<file path="config.mk">
export PLATFORM = sky130hd
export DESIGN_NAME = fp16_to_int
export DESIGN_NICKNAME = d
export VERILOG_FILES = /design/src/rtl/fp16_pkg.sv /design/src/rtl/fp16_unpack.sv /design/src/rtl/fp16_to_int.sv
export SDC_FILE = /design/constraint.sdc
export NUM_CORES = 1
export LEC_CHECK = 0
export CAP_MARGIN = 10
export CORE_ASPECT_RATIO = 0.9
export CORE_UTILIZATION = 61
export DETAILED_ROUTE_END_ITERATION = 10
export PLACE_DENSITY = 0.86
export SLEW_MARGIN = 15
export SYNTH_ARGS = -nofsm -noshare
export SYNTH_HDL_FRONTEND = slang
export SYNTH_SLANG_ARGS = --single-unit
</file>
<file path="constraint.sdc">
create_clock -name clk -period 4.3 [get_ports clk]
set_clock_uncertainty 0.1 [all_clocks]
set_input_delay 1.075 -clock clk [delete_from_list [all_inputs] [get_ports clk]]
set_output_delay 1.075 -clock clk [all_outputs]
set_load 0.05 [all_outputs]
</file>
<file path="src/rtl/fp16_pkg.sv">
// Shared definitions for the FP16 -> int16 converter: IEEE half field layout,
// FSM state encoding and saturation constants.
package fp16_pkg;

  localparam int EXP_W   = 5;
  localparam int FRAC_W  = 10;
  localparam int MANT_W  = FRAC_W + 1;
  localparam int FP_W    = 1 + EXP_W + FRAC_W;
  localparam int BIAS    = 15;
  localparam int EXP_MAX = 31;

  localparam logic [15:0] SAT_POS = 16'h7FFF;
  localparam logic [15:0] SAT_NEG = 16'h8000;

  typedef enum logic [1:0] {
    ST_IDLE  = 2'd0,
    ST_SHIFT = 2'd1,
    ST_DONE  = 2'd2
  } state_t;

endpackage

</file>
<file path="src/rtl/fp16_unpack.sv">
// Combinational classification of an IEEE half operand into zero / subnormal /
// inf / nan / normal, plus unbiased exponent and mantissa with hidden bit.
module fp16_unpack
  import fp16_pkg::*;
(
  input  logic                    fp_word_valid_unused_tie,
  input  logic [FP_W-1:0]         fp,
  output logic                    sign,
  output logic                    is_zero,
  output logic                    is_sub,
  output logic                    is_inf,
  output logic                    is_nan,
  output logic                    is_norm,
  output logic signed [EXP_W:0]   e,
  output logic [MANT_W-1:0]       mant
);

  logic [EXP_W-1:0]  exp_f;
  logic [FRAC_W-1:0] frac_f;
  logic              exp_zero;
  logic              exp_max;
  logic              frac_zero;

  assign sign      = fp[FP_W-1];
  assign exp_f     = fp[FRAC_W +: EXP_W];
  assign frac_f    = fp[FRAC_W-1:0];

  assign exp_zero  = (exp_f == '0);
  assign exp_max   = (exp_f == EXP_W'(EXP_MAX));
  assign frac_zero = (frac_f == '0);

  assign is_zero   = exp_zero & frac_zero;
  assign is_sub    = exp_zero & ~frac_zero;
  assign is_inf    = exp_max & frac_zero;
  assign is_nan    = exp_max & ~frac_zero;
  assign is_norm   = ~exp_zero & ~exp_max & fp_word_valid_unused_tie;

  // Two's-complement subtract; the 6-bit result covers -15..16.
  assign e    = $signed({1'b0, exp_f} - (EXP_W+1)'(BIAS));
  assign mant = {1'b1, frac_f};

endmodule

</file>
<file path="src/rtl/fp16_to_int.sv">
// FP16 -> signed INT_W converter with a one-bit-per-cycle shifter.
// Optional FP16_CVT_ROUND_EN: round-to-nearest-even instead of truncation.
//
// state    | meaning
// ---------+-----------------------------------------------------------
// ST_IDLE  | waiting for an operand; in_ready high
// ST_SHIFT | aligning mantissa, one bit per cycle until count is 0
// ST_DONE  | result registered; out_valid high until consumed
module fp16_to_int
  import fp16_pkg::*;
#(
  parameter int INT_W = 16
)
(
  input  logic             clk,
  input  logic             rst,
  input  logic             in_valid,
  output logic             in_ready,
  input  logic [15:0]      in_fp,
  output logic             out_valid,
  input  logic             out_ready,
  output logic [INT_W-1:0] out_int,
  output logic             out_ovf,
  output logic             out_inexact
);

  localparam int SR_W = INT_W + MANT_W;
  localparam logic signed [EXP_W:0] E_TEN = (EXP_W+1)'(FRAC_W);
  localparam logic signed [EXP_W:0] E_SAT = (EXP_W+1)'(INT_W - 1);
  localparam logic [INT_W-1:0] SAT_P = INT_W'(SAT_POS);
  localparam logic [INT_W-1:0] SAT_N = INT_W'(SAT_NEG);

  state_t            state, state_nxt;
  logic [SR_W-1:0]   sr, sr_nxt;
  logic [4:0]        cnt, cnt_nxt;
  logic              left_q, left_nxt;
  logic              guard, guard_nxt;
  logic              sticky, sticky_nxt;
  logic              sign_q, sign_nxt;
  logic [INT_W-1:0]  int_q, int_nxt;
  logic              ovf_q, ovf_nxt;
  logic              inex_q, inex_nxt;

  logic              u_sign, u_zero, u_sub, u_inf, u_nan, u_norm;
  logic signed [EXP_W:0] u_e;
  logic [MANT_W-1:0] u_mant;

  logic [INT_W-1:0]  fin_int;
  logic              fin_ovf;

  fp16_unpack u_unpack (
    .fp_word_valid_unused_tie (1'b1),
    .fp      (in_fp),
    .sign    (u_sign),
    .is_zero (u_zero),
    .is_sub  (u_sub),
    .is_inf  (u_inf),
    .is_nan  (u_nan),
    .is_norm (u_norm),
    .e       (u_e),
    .mant    (u_mant)
  );

  assign in_ready    = (state == ST_IDLE);
  assign out_valid   = (state == ST_DONE);
  assign out_int     = int_q;
  assign out_ovf     = ovf_q;
  assign out_inexact = inex_q;

`ifdef FP16_CVT_ROUND_EN
  logic             rnd_up;
  logic [INT_W:0]   mag_rnd;

  // Nearest-even: round up above half, or at exactly half when the LSB is odd.
  assign rnd_up  = guard & (sticky | sr[0]);
  assign mag_rnd = {1'b0, sr[INT_W-1:0]} + {{INT_W{1'b0}}, rnd_up};

  always_comb begin
    fin_ovf = mag_rnd[INT_W] | mag_rnd[INT_W-1];
    fin_int = sign_q ? INT_W'(-mag_rnd) : mag_rnd[INT_W-1:0];
    if (fin_ovf) fin_int = sign_q ? SAT_N : SAT_P;
  end
`else
  always_comb begin
    fin_ovf = 1'b0;
    fin_int = sign_q ? -sr[INT_W-1:0] : sr[INT_W-1:0];
  end
`endif

  always_comb begin
    state_nxt  = state;
    sr_nxt     = sr;
    cnt_nxt    = cnt;
    left_nxt   = left_q;
    guard_nxt  = guard;
    sticky_nxt = sticky;
    sign_nxt   = sign_q;
    int_nxt    = int_q;
    ovf_nxt    = ovf_q;
    inex_nxt   = inex_q;

    case (state)
      ST_IDLE: begin
        if (in_valid) begin
          sign_nxt   = u_sign;
          sr_nxt     = SR_W'(u_mant);
          guard_nxt  = 1'b0;
          sticky_nxt = 1'b0;
          left_nxt   = (u_e > E_TEN);
          cnt_nxt    = (u_e > E_TEN) ? 5'(u_e - E_TEN) : 5'(E_TEN - u_e);
          int_nxt    = '0;
          ovf_nxt    = 1'b0;
          inex_nxt   = 1'b0;
          state_nxt  = ST_DONE;
          if (u_zero || u_sub) begin
            inex_nxt = u_sub;
          end else if (u_nan) begin
            ovf_nxt = 1'b1;
          end else if (u_inf) begin
            int_nxt = u_sign ? SAT_N : SAT_P;
            ovf_nxt = 1'b1;
          end else if (u_e >= E_SAT) begin
            // -2^15 exactly is representable; everything else here saturates.
            int_nxt = u_sign ? SAT_N : SAT_P;
            ovf_nxt = !(u_sign && (u_e == E_SAT) && (u_mant[FRAC_W-1:0] == '0));
          end
`ifndef FP16_CVT_ROUND_EN
          else if (u_e[EXP_W]) begin
            inex_nxt = 1'b1;
          end
`endif
          else if (u_norm) begin
            state_nxt = ST_SHIFT;
          end
        end
      end

      ST_SHIFT: begin
        if (cnt != '0) begin
          cnt_nxt = cnt - 5'd1;
          if (left_q) begin
            sr_nxt = sr << 1;
          end else begin
            sr_nxt     = sr >> 1;
            guard_nxt  = sr[0];
            sticky_nxt = sticky | guard;
          end
        end else begin
          int_nxt   = fin_int;
          ovf_nxt   = fin_ovf;
          inex_nxt  = guard | sticky;
          state_nxt = ST_DONE;
        end
      end

      ST_DONE: begin
        if (out_ready) state_nxt = ST_IDLE;
      end

      default: state_nxt = ST_IDLE;
    endcase
  end

  always_ff @(posedge clk) begin
    if (rst) begin
      state  <= ST_IDLE;
      sr     <= '0;
      cnt    <= '0;
      left_q <= 1'b0;
      guard  <= 1'b0;
      sticky <= 1'b0;
      sign_q <= 1'b0;
      int_q  <= '0;
      ovf_q  <= 1'b0;
      inex_q <= 1'b0;
    end else begin
      state  <= state_nxt;
      sr     <= sr_nxt;
      cnt    <= cnt_nxt;
      left_q <= left_nxt;
      guard  <= guard_nxt;
      sticky <= sticky_nxt;
      sign_q <= sign_nxt;
      int_q  <= int_nxt;
      ovf_q  <= ovf_nxt;
      inex_q <= inex_nxt;
    end
  end

endmodule

</file>
; Word level (Yosys, flattened, before mapping)
; Index checks and enable logic that the tools add are counted.
[word_totals]
regBits = 56
inputBits = 20
word_cells = 98
[op_classes]
n_bitwise = 9
order_cmp = 2
mux = 49
add_sub_neg = 5
eq_ne = 9
reduce_logical = 14
[ops]
columns = cell, n
row1 = 2-to-1 mux 16 bit, 8
row2 = 2-to-1 mux 27 bit, 3
row3 = one-hot mux 27 bit (2 select lines), 1
row4 = one-hot mux 16 bit (2 select lines), 1
row5 = 2-to-1 mux 1 bit, 18
row6 = 2-to-1 mux 2 bit, 9
row7 = negation 16 bit, 1
row8 = 2-to-1 mux 5 bit, 3
row9 = zero test 10 bit, 1
row10 = one-hot mux 5 bit (2 select lines), 1
row11 = AND reduction 3 bit, 3
row12 = "!= test 2 bit, second input constant", 4
row13 = one-hot mux 1 bit (2 select lines), 4
row14 = "equality test 6 x 5 -> 1 bit, second input constant", 1
row15 = ">= comparator 6 x 5 -> 1 bit, second input constant", 1
row16 = "> comparator 6 x 5 -> 1 bit, second input constant", 1
row17 = one-hot mux 2 bit (3 select lines), 1
row18 = "subtractor 5 x 4 -> 6 bit, second input constant", 1
row19 = AND 1 bit, 5
row20 = "equality test 5 bit, second input constant", 1
row21 = zero test 5 bit, 1
row22 = nonzero test 5 bit, 1
row23 = "subtractor 5 x 1 -> 5 bit, second input constant", 1
row24 = "subtractor 5 bit, first input constant", 1
row25 = other kinds (13), 16

; Logic depth before layout (Yosys ltp)
; Gate-level depths: netlist of run 1.
[depth]
ltp_word = 11
mapped_depth = 9

; Cells and area by module
; A second synthesis of run 1 with hierarchy kept.
[hier_totals]
cells_unflattened = 450
area_unflattened_um2 = 3492.1
[by_module_without_submodules]
columns = mod, area_per_inst_um2, cells_each, n_inst
row1 = fp16_to_int, 3238.1, 416, 1
row2 = fp16_unpack, 254.0, 34, 1

; Worst setup path before layout of run 1
; OpenSTA, ideal clock, no wires.
[synth_path]
path_kind = input to register
start = input in_fp[10]
end = register int_q[10] (netlist: out_int[10])
setup_slack_ns = 1.258
stages = 8
arrival_ns = 2.808
path_buffers = 1
required_ns = 4.066
path_cell_list = ha_1 -> and3_1 -> ha_1 -> and3_1 -> a311o_1 -> a21oi_2 -> buf_4 -> a211oi_1
[synth_via]
elab_chain_len = 8
elab_cells_between_ends = 15
classes_between = add/sub: 1 / order compare: 1 / eq/ne: 1 / mux: 6 / bitwise: 4 / reduce/logical: 2
[synth_rtl]
columns = element, line_no
row1 = from (decl), fp16_to_int.sv:19  ; input logic [15:0] in_fp,
row2 = subtractor 5 x 4 -> 6 bit, fp16_unpack.sv:39  ; assign e = $signed({1'b0, exp_f} - (EXP_W+1)'(BIAS));
row3 = >= comparator 6 x 5 -> 1 bit, fp16_to_int.sv:122  ; end else if (u_e >= E_SAT) begin
row4 = 2-to-1 mux 16 bit, fp16_to_int.sv:122
row5 = 2-to-1 mux 16 bit, fp16_to_int.sv:119  ; end else if (u_inf) begin
row6 = 2-to-1 mux 16 bit, fp16_to_int.sv:117  ; end else if (u_nan) begin
row7 = 2-to-1 mux 16 bit (*), fp16_to_int.sv:115  ; if (u_zero || u_sub) begin
row8 = 2-to-1 mux 16 bit (*), fp16_to_int.sv:104  ; if (in_valid) begin
row9 = one-hot mux 16 bit (2 select lines) (*), fp16_to_int.sv:102  ; case (state)
row10 = to (signal assigned), fp16_to_int.sv:184  ; int_q <= int_nxt;
row11 = to (decl), fp16_to_int.sv:40  ; logic [INT_W-1:0] int_q, int_nxt;
; Every way passes the cells marked *; elsewhere a longest branch is shown, timed or not. The select of a mux whose other input is x is not followed.
; A chain may end at the register's enable or synchronous reset.

; Worst setup path in the final report of run 1
[layout_path]
start = input in_fp[10]
end = register int_q[7] (netlist: out_int[7])
; Same word-level chain as after synthesis.

==> out/qor.tcl, run 1 <==
set qor(run_status) {completed}
set qor(antenna_found_initial) 0
set qor(worstPathRequired_ns) 4.43
set qor(route.detailed.drc) 0
set qor(crit_fanout) 15
set qor(number_of_synthesized_flops_with_an_enable_pin) 0
set qor(hold_violations) 0
set qor(synth.net_count) 448
set qor(detailroute.wirelength.met2_um) 3550
set qor(via_count_of_the_first_global_routing_pass) 2781
set qor(route.vias.total) 3114
set qor(cts_hold_buf) 0
set qor(critical_path.startpoint_type) {input pin}
set qor(clkLatencyLatePin_ns) 0.31
set qor(synthSimpleGateAreaFrac_pct) 21.0
set qor(asyncSetResetFlopFracSynth_pct) 0
set qor(layout-drive-gt1-share_pct) 7.57
set qor(synth-compound-area-share_pct) 22.2
set qor(grt_max_degree) 43
set qor(clock_tree.htree_level_count) 2
set qor(num_io_pins) 40
set qor(synth_xor_area_share_pct) 5.41
set qor(yosys_warnings) 0
set qor(synth.avg_cell_area_um2) 8.14
set qor(cp.arrival_ns) 3.49
set qor(syn_inst) 415
set qor(timing.fmax_mhz) 297
set qor(post-route-worst-setup-slack_ns) 0.932
set qor(average_wire_length_per_cell_after_detail_routing_um) 15.5
set qor(fp.dieW_um) 80.4
set qor(highest-signal-layer) {met4}
set qor(routed-wl-met3_um) 531
set qor(timing.setup.tns_ns) 0
set qor(fin_crit_sh_pct) 78.3
set qor(slew_headroom_pct) 44.6
set qor(ant_nets) 0
set qor(ctsRootBufferMaster) {sky130_fd_sc_hd__clkbuf_8}
set qor(vdd_drop_max_mv) 0.241
set qor(final_max_slew_viol_count) 0
set qor(setup_repair_after_global_routing_missed_its_margin) {false}
set qor(overall_global_routing_resource_usage_pct) 28.5
set qor(crit_path_end_kind) {flop}
set qor(die_h_um) 72.6
set qor(power.density_nw_per_um2) 369
set qor(timing.hold.worst.class) {reg -> reg}
set qor(synth_cell_types) 57
set qor(share_of_synthesized_cell_area_in_full_adder_half_adder_and_majority_cells_pct) 4.82
set qor(synth_top_family_by_area) {compound AO/OA/AOI/OAI gates}
set qor(cts_post_setup_buffers_inserted) 0
set qor(p_leak_nw) 1.32
set qor(initial_core_util_pct) 63.9
set qor(wl_um) 7810
set qor(yosys_most_used_dff) {sky130_fd_sc_hd__dfxtp_1}
set qor(grt_remaining_overflow) 0
set qor(seq_area_frac_synth_pct) 33.2
set qor(cts-resized-gates) 0
set qor(syn_area_um2) 3380
set qor(critPathKind) {in -> reg}
set qor(clock_tree_buffer_depth) 2
set qor(firstDrtPassIters) 4
set qor(via_per_inst) 6.19
set qor(final_nets) 468
set qor(synthTopCellsByArea) {sky130_fd_sc_hd__dfxtp_1 33%, sky130_fd_sc_hd__mux2i_1 7.7%, sky130_fd_sc_hd__a21oi_1 5.5%}
set qor(dieArea_um2) 5840
set qor(clk_transition_reported_paths_ns) 0.10
set qor(area_growth_pct) 14.0
set qor(finish.utilization_pct) 72.9
set qor(met1Wirelength_um) 3570
set qor(flop_and_latch_count_out_of_synthesis) 56
set qor(detailed_place_hpwl_um) 5360
set qor(cts.sink_count) 56
set qor(numCtsBuffers) 5
set qor(max_cap_viol_count) 0
set qor(cts_tree) {built}
set qor(yosysTopAreaCell) {sky130_fd_sc_hd__dfxtp_1}
set qor(power.total_mw) 1.42
set qor(final.min_clock_period_ns) 3.37
set qor(row_count) 25
set qor(antennaDiodeCount) 0
set qor(drtIter0Drc) 242
set qor(synthMuxAreaShare_pct) 8.04
set qor(dpl_worst_slack_ns) 0.615
set qor(numPortBuffers) 39
set qor(synth.top_cell.area_share_pct) 33.2
set qor(report.final.setup_viol) 0
set qor(grt_pass1_wl_um) 13100
set qor(tightest_slew_ns) 0.831
set qor(gp_congestion) 0.891
set qor(core_um2) 5290
-- synth_stat cells, drive strengths merged (6+ instances only) --
cell type and n:
dfxtp 56, nand2 49, nor2 41, a21oi 39, mux2i 26, clkbuf 20
nor3 20, a211oi 18, xnor2 16, buf 13, ha 13, o21ai 11
inv 10, o211ai 9, o41ai 6, or3 6
-- where the power goes --
group,internal (mW),total (mW),switching (mW)
registers,0.564,0.615,0.0516
logic,0.191,0.506,0.316
clock network,0.131,0.299,0.167
-- through the flow --
stage                     hold WS [ns]  cells  area [um2]
after floorplan                  0.331    415        3380
final                            0.359    503        3850
after detailed placement         0.350    495        3760
after global routing             0.397    503        3850
after CTS                        0.364    503        3850
after global placement           0.341    495        3760
-- critical path: stages --
cell and delay (ns):
sky130_fd_sc_hd__clkdlybuf4s50_1 0.52, sky130_fd_sc_hd__ha_1 0.29, sky130_fd_sc_hd__and3_1 0.19, sky130_fd_sc_hd__ha_1 0.33, sky130_fd_sc_hd__nor2_1 0.35, sky130_fd_sc_hd__a311o_1 0.23
sky130_fd_sc_hd__a21oi_2 0.07, sky130_fd_sc_hd__buf_4 0.20, sky130_fd_sc_hd__a211oi_1 0.23
-- area by class of cell --
cell class              count  area [um2]
clock inverters             1        7.51
fillers                   410        1440
flip-flops and latches     56        1120
repair buffers             46         438
multi-input cells         316        2080
well taps                  67        83.8
clock buffers               7        86.3
inverters                  10        37.5
-- metal layers --
layer,track usage (%),vias to the layer above
met4,8.53,0
met2,44.6,114
met5,0,-
met1,40.0,1438
met3,5.13,17
li1,-,1545
-- sequential cells by signal, summed over array words and instances (netlist names) --
register,flops
out_inexact,1
out_int,16
sr,27
guard,1
left_q,1
sign_q,1
sticky,1
state,2
out_ovf,1
cnt,5
-- final timing paths --
| check | from | to | slack, ns | depth (start not counted) |
|---|---|---|---|---|
| setup reg to reg | cnt[0] | sr[11] | 1.92 | 8 |
| setup / recovery | in_fp[10] | out_int[7] | 0.93 | 9 |
| hold reg to reg | sr[26] | sr[26] | 0.36 | 2 |
| hold / removal | sr[26] | sr[26] | 0.36 | 2 |
-- cell families (layout without fill, tap and decap cells) --
| family | after synthesis | after routing |
|---|---|---|
| multiplexers | 27 | 27 |
| buffers and inverters | 43 | 64 |
| XOR/XNOR | 20 | 20 |
| adder cells (fa/ha/maj) | 13 | 13 |
| AND/OR/NAND/NOR | 147 | 147 |
| AO/OA/AOI/OAI | 109 | 109 |
| flip-flops | 56 | 56 |
-- cell usage in the layout, fill, tap and decap left out, types with 4 or more instances in the layout --
cell type / instances
sky130_fd_sc_hd__o211ai_1: 9
sky130_fd_sc_hd__nand2_1: 49
sky130_fd_sc_hd__a31oi_1: 4
sky130_fd_sc_hd__clkbuf_8: 6
sky130_fd_sc_hd__o21ai_0: 9
sky130_fd_sc_hd__nor3_1: 20
sky130_fd_sc_hd__o31ai_1: 4
sky130_fd_sc_hd__or3_1: 5
sky130_fd_sc_hd__xnor2_1: 16
sky130_fd_sc_hd__o41ai_1: 6
sky130_fd_sc_hd__nor2_1: 41
sky130_fd_sc_hd__clkdlybuf4s50_1: 38
sky130_fd_sc_hd__nand3_1: 4
sky130_fd_sc_hd__a211oi_1: 18
sky130_fd_sc_hd__dfxtp_1: 56
sky130_fd_sc_hd__mux2i_1: 26
sky130_fd_sc_hd__a21oi_1: 37
sky130_fd_sc_hd__buf_4: 7
sky130_fd_sc_hd__inv_1: 10
sky130_fd_sc_hd__ha_1: 13
(Power assumes the default switching activity.)
==> inputs of run 2 (changes only) <==
- CORE_UTILIZATION: 61 -> 56
- PLACE_DENSITY: 0.86 -> 0.8
- clock period: 4.3 -> 3.2 ns (I/O delays scaled with it)
==> run 2 against run 1 <==
Compared with the run above:
- the run now ends with design-rule violations left
- worst hold slack lost 0.0019 ns
- final cell count grew 3.6%
- count of clock-buffer cells in the layout shrank 1
- setup slack lost 0.58 ns
- register-to-register slack lost 1.6 ns
- sequential share of layout area shrank 0.97 points
- core utilization shrank 3.7 points
- first-iteration DRC count grew 38%
- sequential cell count is the same
==> out/qor.tcl, run 2 (same netlist as run 1, synthesis figures left out) <==
set qor(area_taken_by_multi_input_logic_gates_um2) 2080
set qor(core_um2) 5760
set qor(layout-drive-gt1-share_pct) 10.9
set qor(route.detailed.drc) 10
set qor(grt_pass1_wl_um) 12900
set qor(antennaDiodeCount) 0
set qor(overall_global_routing_resource_usage_pct) 25.5
set qor(cts_hold_buf) 0
set qor(dieArea_um2) 6350
set qor(violated_checks) {design-rule violations}
set qor(clk_transition_reported_paths_ns) 0.10
set qor(drtIter0Drc) 334
set qor(clock_tree.htree_level_count) 2
set qor(timing.fmax_mhz) 351
set qor(worstPathRequired_ns) 3.27
set qor(final_max_slew_viol_count) 0
set qor(via_per_inst) 6.01
set qor(finish.utilization_pct) 69.2
set qor(average_wire_length_per_cell_after_detail_routing_um) 15.2
set qor(antenna_found_initial) 0
set qor(timing.hold.worst.class) {reg -> reg}
set qor(cp_num_buf_inv) 2
set qor(slew_headroom_pct) 33.4
set qor(cp_cell_sequence) {clkdlybuf4s50_1 -> ha_1 -> and3_1 -> ha_1 -> and3_1 -> a311o_1 -> a21oi_2 -> buf_12 -> a211oi_1}
set qor(numCtsBuffers) 5
set qor(area_growth_pct) 18.0
set qor(numPortBuffers) 39
set qor(row_count) 26
set qor(post_layout_nonfiller_instances) 521
set qor(tightest_slew_ns) 0.999
set qor(post-route-worst-setup-slack_ns) 0.350
set qor(hold_path_start) {out_inexact}
set qor(final_nets) 483
set qor(report.final.setup_viol) 0
set qor(cts_post_setup_buffers_inserted) 0
set qor(wl_um) 7930
set qor(fin_worst_hold_slack_ns) 0.357
set qor(area.sequential_um2) 1120
set qor(num_io_pins) 40
set qor(clock_tree_buffer_depth) 2
set qor(rr_worst_depth) 8
set qor(power.density_nw_per_um2) 485
set qor(final_design_area_no_fill_um2) 3980
set qor(final.min_clock_period_ns) 2.85
set qor(cts-resized-gates) 0
set qor(clkLatencyLatePin_ns) 0.30
set qor(p_leak_nw) 1.40
set qor(cp_slowest_cell) {sky130_fd_sc_hd__clkdlybuf4s50_1}
set qor(number_of_fillers_in_the_final_layout) 473
set qor(ctsRootBufferMaster) {sky130_fd_sc_hd__clkbuf_8}
set qor(cp.depth) 9
set qor(timing.setup.tns_ns) 0
set qor(layout_common_cells) {56 x sky130_fd_sc_hd__dfxtp_1, 49 x sky130_fd_sc_hd__nand2_1, 41 x sky130_fd_sc_hd__nor2_1}
set qor(die_h_um) 75.7
set qor(route.vias.total) 3130
set qor(critical_path.startpoint_type) {input pin}
set qor(setup.reg_to_reg.worst_slack_ns) 0.36
set qor(crit_path_max_incr_delay_ns) 0.43
set qor(grt_remaining_overflow) 0
set qor(dpl_worst_slack_ns) 0.0287
set qor(r2r_start) {cnt[0]}
set qor(gp_congestion) 0.916
set qor(cp.arrival_ns) 2.92
set qor(worst_r2r_endpoint) {sr[19]}
set qor(crit_path_end_kind) {flop}
set qor(ant_nets) 0
set qor(via_count_of_the_first_global_routing_pass) 2727
set qor(fin_crit_sh_pct) 89.0
set qor(crit_fanout) 15
set qor(hold-path-cell-count) 2
set qor(run_status) {finished, violations left}
set qor(fp.dieW_um) 83.9
set qor(dpl-instance-area_um2) 3890
set qor(hold_violations) 0
set qor(largest_reg_flops) 27
set qor(setup_repair_after_global_routing_missed_its_margin) {false}
set qor(detailed_place_hpwl_um) 5790
set qor(max_cap_viol_count) 0
set qor(vdd_drop_max_mv) 0.294
set qor(critPathKind) {in -> reg}
set qor(cts_tree) {built}
set qor(timing.hold.worst_endpoint) {out_inexact}
set qor(layout_commonest_cell) {sky130_fd_sc_hd__dfxtp_1}
set qor(place_inst) 513
set qor(grt_max_degree) 42
set qor(initial_core_util_pct) 58.6
set qor(cts.sink_count) 56
set qor(power.total_mw) 1.93
set qor(cp_delay_by_family_top) {compound AO/OA/AOI/OAI gates}
set qor(firstDrtPassIters) 8
set qor(max_flop_register) {sr}
==> run 2: how the worst max path moves through the flow <==
stage,slack (ns),start,to
after CTS,0.35,in_fp[10],out_int[0]
final,0.35,in_fp[11],out_int[0]
after global routing,0.15,cnt[0],sr[16]
after floorplan,0.43,in_fp[10],out_int[10]
after detailed placement,0.03,in_fp[10],out_int[0]
after global placement,0.06,in_fp[10],out_int[14]
==> run 2: cell type report <==
cell class / count / area share (%)
timing repair buffer: 61 / 14.1
multi-input combinational: 316 / 52.1
clock buffer: 6 / 2.07
clock inverter: 2 / 0.377
inverter: 10 / 0.942
tap: 70 / 2.20
sequential: 56 / 28.1
==> run 2: where the power goes <==
part           switching (mW)  internal, mW  leakage [nW]
Combinational           0.427         0.277         0.897
Clock                   0.225         0.176        0.0434
Sequential             0.0701         0.758         0.458
Total                   0.722          1.21          1.40
==> run 2: worst register-to-register path: cells and delay by family, from the launching register on <==
family | cells | cell delay [ns]
AOI/OAI and AO/OA | 2 | 0.91
adders and majority gates | 1 | 0.18
buffers and inverters | 2 | 0.51
DFF | 1 | 0.32
and+or+nand+nor | 3 | 0.68
==> run 2: metal layers <==
layer,part of all wire (%),GRT usage [%],vias up
met3,5.7,4.01,8
met1,47,36.6,1449
met4,0.84,7.66,0
li1,-,-,1569
met2,46,40.1,104
met5,0,0,-
==> inputs of run 3 (changes only) <==
- MAX_ROUTING_LAYER: default -> met4
==> run 3 against run 2 <==
Compared with the run above:
- critical path depth did not move
- maximum frequency about the same
- critical path type unchanged
- wire length decreased by 0.21%
- setup slack barely moved
- core utilization is the same
- sequential power hardly changed
- worst hold slack improved by 0.0013 ns
- the flow still finishes with violations (design-rule violations)
==> out/qor.tcl, run 3 (same netlist as run 1, synthesis figures left out) <==
set qor(detailed_place_hpwl_um) 5790
set qor(ant_nets) 0
set qor(setup.reg_to_reg.worst_slack_ns) 0.38
set qor(critPathKind) {in -> reg}
set qor(antenna_found_initial) 0
set qor(row_count) 26
set qor(clk_transition_reported_paths_ns) 0.10
set qor(layout_common_cells) {56 x sky130_fd_sc_hd__dfxtp_1, 49 x sky130_fd_sc_hd__nand2_1, 41 x sky130_fd_sc_hd__nor2_1}
set qor(timing.hold.worst.class) {reg -> reg}
set qor(cts_hold_buf) 0
set qor(hold_path_start) {out_inexact}
set qor(cp_cell_sequence) {clkdlybuf4s50_1 -> ha_1 -> and3_1 -> ha_1 -> and3_1 -> a311o_1 -> a21oi_2 -> buf_12 -> a211oi_1}
set qor(crit_path_end_kind) {flop}
set qor(fin_crit_sh_pct) 89.1
set qor(cts-resized-gates) 0
set qor(gp_congestion) 0.932
set qor(clock_power_share_pct) 20.7
set qor(setup_repair_after_global_routing_missed_its_margin) {false}
set qor(cts_post_setup_buffers_inserted) 0
set qor(clkLatencyLatePin_ns) 0.30
set qor(ctsRootBufferMaster) {sky130_fd_sc_hd__clkbuf_8}
set qor(crit_fanout) 15
set qor(final_max_slew_viol_count) 0
set qor(clock_tree.htree_level_count) 2
set qor(numPortBuffers) 39
set qor(internal_power_component_mw) 1.21
set qor(firstDrtPassIters) 8
set qor(dieArea_um2) 6350
set qor(tightest_slew_ns) 0.980
set qor(timing.fmax_mhz) 351
set qor(dpl_worst_slack_ns) 0.0287
set qor(cp.arrival_ns) 2.92
set qor(r2r_start) {cnt[0]}
set qor(cts.sink_count) 56
set qor(largest_reg_flops) 27
set qor(die_h_um) 75.7
set qor(rr_worst_depth) 8
set qor(wl_um) 7910
set qor(crit_path_max_incr_delay_ns) 0.43
set qor(violated_checks) {design-rule violations}
set qor(via_per_inst) 6.02
set qor(final_nets) 483
set qor(net-switching-power_uw) 722
set qor(power.density_nw_per_um2) 485
set qor(p_leak_nw) 1.40
set qor(vdd_drop_max_mv) 0.294
set qor(max_flop_register) {sr}
set qor(final.min_clock_period_ns) 2.85
set qor(hold-path-cell-count) 2
set qor(report.final.setup_viol) 0
set qor(cp_slowest_cell) {sky130_fd_sc_hd__clkdlybuf4s50_1}
set qor(initial_core_util_pct) 58.6
set qor(switching_share_pct) 37.3
set qor(num_io_pins) 40
set qor(timing.setup.tns_ns) 0
set qor(antennaDiodeCount) 0
set qor(worst_setup_path_startpoint) {in_fp[11]}
set qor(average_wire_length_per_cell_after_detail_routing_um) 15.2
set qor(grt_remaining_overflow) 0
set qor(critical_path.startpoint_type) {input pin}
set qor(cp_delay_by_family_top) {compound AO/OA/AOI/OAI gates}
set qor(clock_tree_buffer_depth) 2
set qor(max_cap_viol_count) 0
set qor(area_growth_pct) 18.0
set qor(numCtsBuffers) 5
set qor(timing.hold.worst_endpoint) {out_inexact}
set qor(layout-drive-gt1-share_pct) 10.9
set qor(via_count_of_the_first_global_routing_pass) 2730
set qor(share_seq_of_total_power_pct) 42.9
set qor(drtIter0Drc) 347
set qor(hold_violations) 0
set qor(grt_max_degree) 42
set qor(route.detailed.drc) 10
set qor(worstPathRequired_ns) 3.27
set qor(worst_r2r_endpoint) {sr[19]}
set qor(layout_commonest_cell) {sky130_fd_sc_hd__dfxtp_1}
set qor(run_status) {finished, violations left}
set qor(fp.dieW_um) 83.9
set qor(core_um2) 5760
set qor(cp_num_buf_inv) 2
set qor(cts_tree) {built}
set qor(post-route-worst-setup-slack_ns) 0.350
set qor(combinational_share_of_power_pct) 36.4
set qor(slew_headroom_pct) 34.7
set qor(overall_global_routing_resource_usage_pct) 26.4
set qor(grt_pass1_wl_um) 12900
set qor(route.vias.total) 3135
run 3: cell counts in the layout (fill, tap and decap cells not counted):
Identical to the previous run, type by type.
run 3: final cells by class:
cell class                 instances  area (um2)
inverter                          10        37.5
clock buffer                       6        82.6
multi-input combinational        316        2080
timing repair buffer              61         563
fill                             473        1770
tap                               70        87.6
sequential                        56        1120
clock inverter                     2        15.0
run 3: worst max path at each step:
stage                              to  slack [ns]  depth (start not counted)
final                      out_int[0]        0.35                          9
after global routing           sr[16]        0.15                          8
after CTS                  out_int[0]        0.35                          9
after detailed placement   out_int[0]        0.03                          9
after global placement    out_int[14]        0.06                          9
after floorplan           out_int[10]        0.43                          8
run 3: routing by layer:
layer	up-vias	track usage (%)	wire length, um
met4	0	7.66	67
met1	1439	36.6	3740
met5	-	-	0
met3	8	4.01	451
li1	1571	-	-
met2	117	40.2	3650
run 3: worst min-delay path, cell delays in order, from the launching register on:
cell and delay (ns):
sky130_fd_sc_hd__dfxtp_1 0.32, sky130_fd_sc_hd__nand2_1 0.05, sky130_fd_sc_hd__a21oi_1 0.05
run 3: stage by stage:
step	cell area [um2]	cells	hold slack (ns)	power (mW)	utilization, %
2_1_floorplan	3380	415	0.331	1.34	-
3_3_place_gp	3890	513	0.344	1.52	67.5
3_5_place_dp	3890	513	0.346	1.54	67.5
4_1_cts	3980	521	0.359	1.94	69.2
5_1_grt	3980	521	0.376	2.04	69.2
6_report	3980	521	0.358	1.93	69.2
run 3: power by group through the flow:
| stage | registers (mW) | clock network (mW) | logic (mW) |
|---|---|---|---|
| after floorplan | 0.917 | 0 | 0.424 |
| after global placement | 0.839 | 0 | 0.681 |
| after detailed placement | 0.843 | 0 | 0.698 |
| after CTS | 0.827 | 0.410 | 0.701 |
| after global routing | 0.839 | 0.439 | 0.761 |
| final | 0.828 | 0.400 | 0.704 |
